File: src/rtl/music_sec_timer_pkg.sv
// music_sec_timer_pkg: shared FSM encoding, BCD bound and limit helpers for the seconds timer
package music_sec_timer_pkg;

    typedef enum logic [1:0] {
        IDLE  = 2'd0,
        RUN   = 2'd1,
        PAUSE = 2'd2,
        DONE  = 2'd3
    } state_t;

    localparam logic [3:0] BCD_MAX = 4'd9;
    localparam logic [7:0] FREE_RUN_LIMIT = 8'h00;

    // A limit stops the count only when both digits are real BCD and it is not 00
    function automatic logic limit_is_valid(input logic [3:0] tens, input logic [3:0] ones);
        return tens <= BCD_MAX && ones <= BCD_MAX && {tens, ones} != FREE_RUN_LIMIT;
    endfunction

endpackage

File: src/rtl/music_sec_timer_sec_tick_gen.sv
// sec_tick_gen: prescaler counting 0..TICK_DIV-1 while enabled, tick on the wrap cycle
// Ports: CLK clock, RST sync reset, enable advance, clear force to 0, tick wrap strobe
module sec_tick_gen #(
    parameter int TICK_DIV = 50000000
) (
    input  logic CLK,
    input  logic RST,
    input  logic enable,
    input  logic clear,
    output logic tick
);
    localparam int W = $clog2(TICK_DIV);

    logic [W-1:0] cnt;

    assign tick = enable && cnt == W'(TICK_DIV - 1);

    // A disabled prescaler holds its value so a paused second resumes where it stopped
    always_ff @(posedge CLK) begin
        if (RST || clear)
            cnt <= '0;
        else if (enable)
            cnt <= tick ? '0 : cnt + 1'b1;
    end

endmodule

File: src/rtl/music_sec_timer.sv
// music_sec_timer: BCD seconds stopwatch with start/pause/clear and a stop limit
// Ports: CLK, RST sync reset; Start/Pause/Clear level commands; Limit_Tens/Limit_Ones BCD stop time;
//        TimerL/TimerR BCD elapsed seconds; Running high in RUN; Done one-cycle pulse at the limit
module music_sec_timer #(
    parameter int TICK_DIV = 50000000
) (
    input  logic       CLK,
    input  logic       RST,
    input  logic       Start,
    input  logic       Pause,
    input  logic       Clear,
    input  logic [3:0] Limit_Tens,
    input  logic [3:0] Limit_Ones,
    output logic [3:0] TimerL,
    output logic [3:0] TimerR,
    output logic       Running,
    output logic       Done
);
    import music_sec_timer_pkg::*;

    state_t     state, state_n;
    logic [3:0] tens_n, ones_n, inc_tens, inc_ones;
    logic       done_n, tick, presc_en, presc_clr, go;

    // Pause outranks Start in every state, so Start acts only with Pause low
    assign go        = Start && !Pause;
    assign presc_en  = state == RUN && !Clear && !Pause;
    assign presc_clr = Clear || ((state == IDLE || state == DONE) && go);

    sec_tick_gen #(.TICK_DIV(TICK_DIV)) u_tick (
        .CLK    (CLK),
        .RST    (RST),
        .enable (presc_en),
        .clear  (presc_clr),
        .tick   (tick)
    );

    assign inc_ones = TimerR == BCD_MAX ? 4'd0 : TimerR + 4'd1;
    assign inc_tens = TimerR != BCD_MAX ? TimerL : TimerL == BCD_MAX ? 4'd0 : TimerL + 4'd1;

    always_comb begin
        state_n = state;
        tens_n  = TimerL;
        ones_n  = TimerR;
        done_n  = 1'b0;
        if (Clear) begin
            state_n = IDLE;
            tens_n  = 4'd0;
            ones_n  = 4'd0;
        end else begin
            case (state)
                IDLE, DONE: if (go) begin
                    state_n = RUN;
                    tens_n  = 4'd0;
                    ones_n  = 4'd0;
                end
                RUN: if (Pause) begin
                    state_n = PAUSE;
                end else if (tick) begin
                    tens_n = inc_tens;
                    ones_n = inc_ones;
                    // Only the count just reached can stop us, so a limit already passed waits for wrap-around
                    if (limit_is_valid(Limit_Tens, Limit_Ones) && {inc_tens, inc_ones} == {Limit_Tens, Limit_Ones}) begin
                        state_n = DONE;
                        done_n  = 1'b1;
                    end
                end
                PAUSE: if (go) state_n = RUN;
                default: state_n = IDLE;
            endcase
        end
    end

    always_ff @(posedge CLK) begin
        if (RST) begin
            state   <= IDLE;
            TimerL  <= 4'd0;
            TimerR  <= 4'd0;
            Running <= 1'b0;
            Done    <= 1'b0;
        end else begin
            state   <= state_n;
            TimerL  <= tens_n;
            TimerR  <= ones_n;
            Running <= state_n == RUN;
            Done    <= done_n;
        end
    end

endmodule
File: config.mk
export PLATFORM = sky130hd
export DESIGN_NAME = music_sec_timer
export DESIGN_NICKNAME = d
export VERILOG_FILES = /design/src/rtl/music_sec_timer_pkg.sv /design/src/rtl/music_sec_timer_sec_tick_gen.sv /design/src/rtl/music_sec_timer.sv
export SDC_FILE = /design/constraint.sdc
export NUM_CORES = 1
export LEC_CHECK = 0
export CAP_MARGIN = 40
export CORE_ASPECT_RATIO = 0.9
export CORE_UTILIZATION = 50
export CTS_CLUSTER_DIAMETER = 100
export DETAILED_ROUTE_END_ITERATION = 8
export PLACE_DENSITY_LB_ADDON = 0.25
export REMOVE_ABC_BUFFERS = 1
export SYNTH_ARGS = -nofsm -noshare
export SYNTH_HDL_FRONTEND = slang
export SYNTH_HIERARCHICAL = 1
export SYNTH_SLANG_ARGS = --single-unit
File: constraint.sdc
create_clock -name CLK -period 3.3 [get_ports CLK]
set_input_delay 0.99 -clock CLK [delete_from_list [all_inputs] [get_ports CLK]]
set_output_delay 0.99 -clock CLK [all_outputs]
set_load 0.03 [all_outputs]
==> out/qor.txt <==
post-synthesis register bit count - 38
1st-iter DRT viols - 184
Fillers - 441
Critical Path Sink Type - register
largest net degree at the start of global routing - 23
average instance area after synthesis - 8.301 um^2
Post-CTS Setup Bufs - 0
CP Buf/Inv Count - 1
clk_skew - 4.622 ps
CTS Hold Bufs - 0
Unique masters post-synth - 64
routability cong. - 0.8673
diode count - 0
Critical Path Fanout Max - 11
Comb power frac - 6.9%
Startpoint Class - input pin
Max Cap Viol - 0
cts bufs inserted - 5
Starting Density - 52.94%
total wire length - 5.387 mm
Pint - 0.0006557 W
Syn Inst Count - 290
initial antenna violation count - 0
synthesized cell area - 2407 um^2
number of I/O port buffers - 22
GR Overflow Total - 0
Required @ worst endpoint - 3520 ps
final period utilization - 93.67%
async set-reset flop share out of synthesis - 0%
GRT Total Usage - 23.87%
Cell Rows - 23
sequential power share - 54.3%
maximum clock insertion buffer count - 2
Lkg Pwr - 0.8433 nW
pre-CTS setup slack - -258.0 ps
Ports - 23
Worst-Margin Slew - 570.6 ps
final setup TNS - 0 ps
Ys Warns - 6
RSZ-0062 raised after global routing - false
family with the most delay on the worst path - simple AND/OR/NAND/NOR gates
CP max-delay cell - or4b_4
Placement Cell Area - 2683 um^2
vias per cell - 5.839
width of the chip - 75.14 um
layout cell share with drive strength beyond 1 - 12.97%
TritonRoute pass-1 iters - 4
first-pass GRT wire length - 9.211 mm
Final setup viols - 0
Nets - 332
Final Critical Period - 3091 ps
EDFF count, synth - 0
Cell Chain, Critical Path - clkdlybuf4s50_1 > nor3_1 > and3_1 > nand2_1 > nor3_2 > or4b_4 > or3_1 > a21oi_1
vias in the first global route - 1979
H-tree depth - 2
final instance area - 2783 um^2
Die Ht - 67.83 um
Multi-input gate area - 1539 um^2
sequential share of the synthesized area - 31.60%
Final ANT Viol Nets - 0
Power Dens Cells - 304.7 nW/um^2
Final Hold Vio Count - 0
clk root buf - clkbuf_8
routed len/inst - 14.25 um
clock latency on the worst-skew pair - 290 ps
Fmax achieved - 323.5 MHz
final setup margin - 208.8 ps
switching pwr - 0.0001921 W
CP Class - in2reg
Remaining DRCs - 0
switching share of power - 22.66%
Worst VDD drop - 0.2845 mV
clk sinks - 38
Clk pwr share - 38.8%
Core Util, Final - 61.20%
Worst-path clk slew - 70 ps
area delta synth->final - 15.59%
Main synth FF type - dfxtp_1
Worst Hold Class - reg2reg
DR vias - 2207
CTS tree - yes
outcome - finished clean
sequential cell area - 760.7 um^2
Slew headroom - 61.91%
Post-CTS Resized - 0
max-slew violations - 0
placed wire-length estimate - 3.932 mm
Die ar. - 5096 um^2
CP peak stage delay - 570 ps
CORE AREA - 4547 um^2
Worst EP arrival - 3310 ps
## cells in the final DEF, fill, tap and decap left out, types with 3 or more instances in the layout
| cell | count |
|---|---|
| dfxtp_1 | 38 |
| a21oi_1 | 26 |
| nor2_1 | 25 |
| clkdlybuf4s50_1 | 22 |
| nand2_1 | 21 |
| o21ai_0 | 17 |
| nand3_1 | 13 |
| xor2_1 | 12 |
| nand4_1 | 11 |
| or3_1 | 10 |
| buf_4 | 9 |
| nand2b_1 | 8 |
| o31ai_1 | 6 |
| clkbuf_8 | 6 |
| inv_1 | 5 |
| xnor2_1 | 5 |
| nor4_1 | 5 |
| nand3b_1 | 4 |
| ha_1 | 4 |
| nor4b_1 | 4 |
| or4_1 | 4 |
| or2b_1 | 3 |
| o21bai_1 | 3 |
| and2_1 | 3 |
| and4_1 | 3 |
## per-stage QoR
stage / power (W) / hold WS (ps) / std cells
global placement: 0.0005282 / 479.7 / 370
floorplan: 0.0004956 / 461.7 / 277
CTS: 0.0008547 / 499.8 / 378
detailed placement: 0.0005286 / 489.9 / 370
finish: 0.0008478 / 509.1 / 378
global route: 0.0008791 / 534.4 / 378
## final cells by class
class / count / area share (%)
multi-input cells: 232 / 55.31
clock buffers: 7 / 3.103
well taps: 62 / 2.788
inverters: 7 / 0.9442
repair buffers: 31 / 10.34
clock inverters: 1 / 0.1799
flip-flops and latches: 38 / 27.34
## power groups by stage
stage / clock network, W / registers (W) / logic (W)
6_report: 0.000329 / 0.000460 / 0.0000588
5_1_grt: 0.000355 / 0.000460 / 0.0000646
4_1_cts: 0.000336 / 0.000460 / 0.0000582
3_5_place_dp: 0 / 0.000471 / 0.0000579
3_3_place_gp: 0 / 0.000471 / 0.0000576
2_1_floorplan: 0 / 0.000472 / 0.0000241
## worst paths after layout
path | depth (start not counted) | startpoint | slack, ps | endpoint
worst max-delay path | 8 | Clear | 210 | TimerR[2]
worst min-delay path | 2 | u_tick/cnt[23] | 510 | u_tick/cnt[23]
worst max register to register | 10 | state[1] | 600 | TimerR[2]
worst min register to register | 2 | u_tick/cnt[23] | 510 | u_tick/cnt[23]
## cells in the mapped netlist (3+ instances only)
cell type | n | area share (%)
a21oi_1 | 26 | 5.4
and2_1 | 3 | 0.78
and4_1 | 3 | 1.1
buf_2 | 6 | 1.2
buf_6 | 3 | 1.4
dfxtp_1 | 38 | 32
ha_1 | 4 | 2.1
inv_1 | 5 | 0.78
nand2_1 | 21 | 3.3
nand2b_1 | 8 | 2.1
nand3_1 | 13 | 2.7
nand3b_1 | 4 | 1.2
nand4_1 | 11 | 2.9
nor2_1 | 25 | 3.9
nor3_1 | 3 | 0.62
nor4_1 | 5 | 1.3
nor4b_1 | 4 | 1.5
o21ai_0 | 17 | 3.5
o21bai_1 | 3 | 0.94
o31ai_1 | 6 | 1.9
or2b_1 | 3 | 0.94
or3_1 | 10 | 2.6
or4_1 | 4 | 1.2
xnor2_1 | 5 | 1.8
xor2_1 | 12 | 4.4
## worst min-delay path, stage by stage, from the launching register on
cell and delay, ps:
dfxtp_1 330, o41ai_1 80, a21oi_2 50
## state kept, by name, summed over array words and instances (netlist names)
signal	count
Done	1
Running	1
u_tick/cnt	26
TimerR	4
TimerL	4
state	2
## metal layers
metal	up-vias	wire, um	global-route usage (%)
met5	-	0	0
met4	0	52	5.556
met3	7	190	5.302
met2	30	2316	36.60
met1	1040	2827	34.25
li1	1130	-	-
## kinds of logic (layout without fill, tap and decap cells)
family | after synthesis | count (layout) | share of synthesized area [%]
AO/OA/AOI/OAI | 73 | 73 | 19.28
XOR/XNOR | 17 | 17 | 6.185
adder cells (fa/ha/maj) | 5 | 5 | 2.547
buffers and inverters | 20 | 46 | 4.834
flip-flops | 38 | 38 | 31.60
AND/OR/NAND/NOR | 137 | 137 | 35.55
No activity file was read; power rests on OpenSTA's default activity.
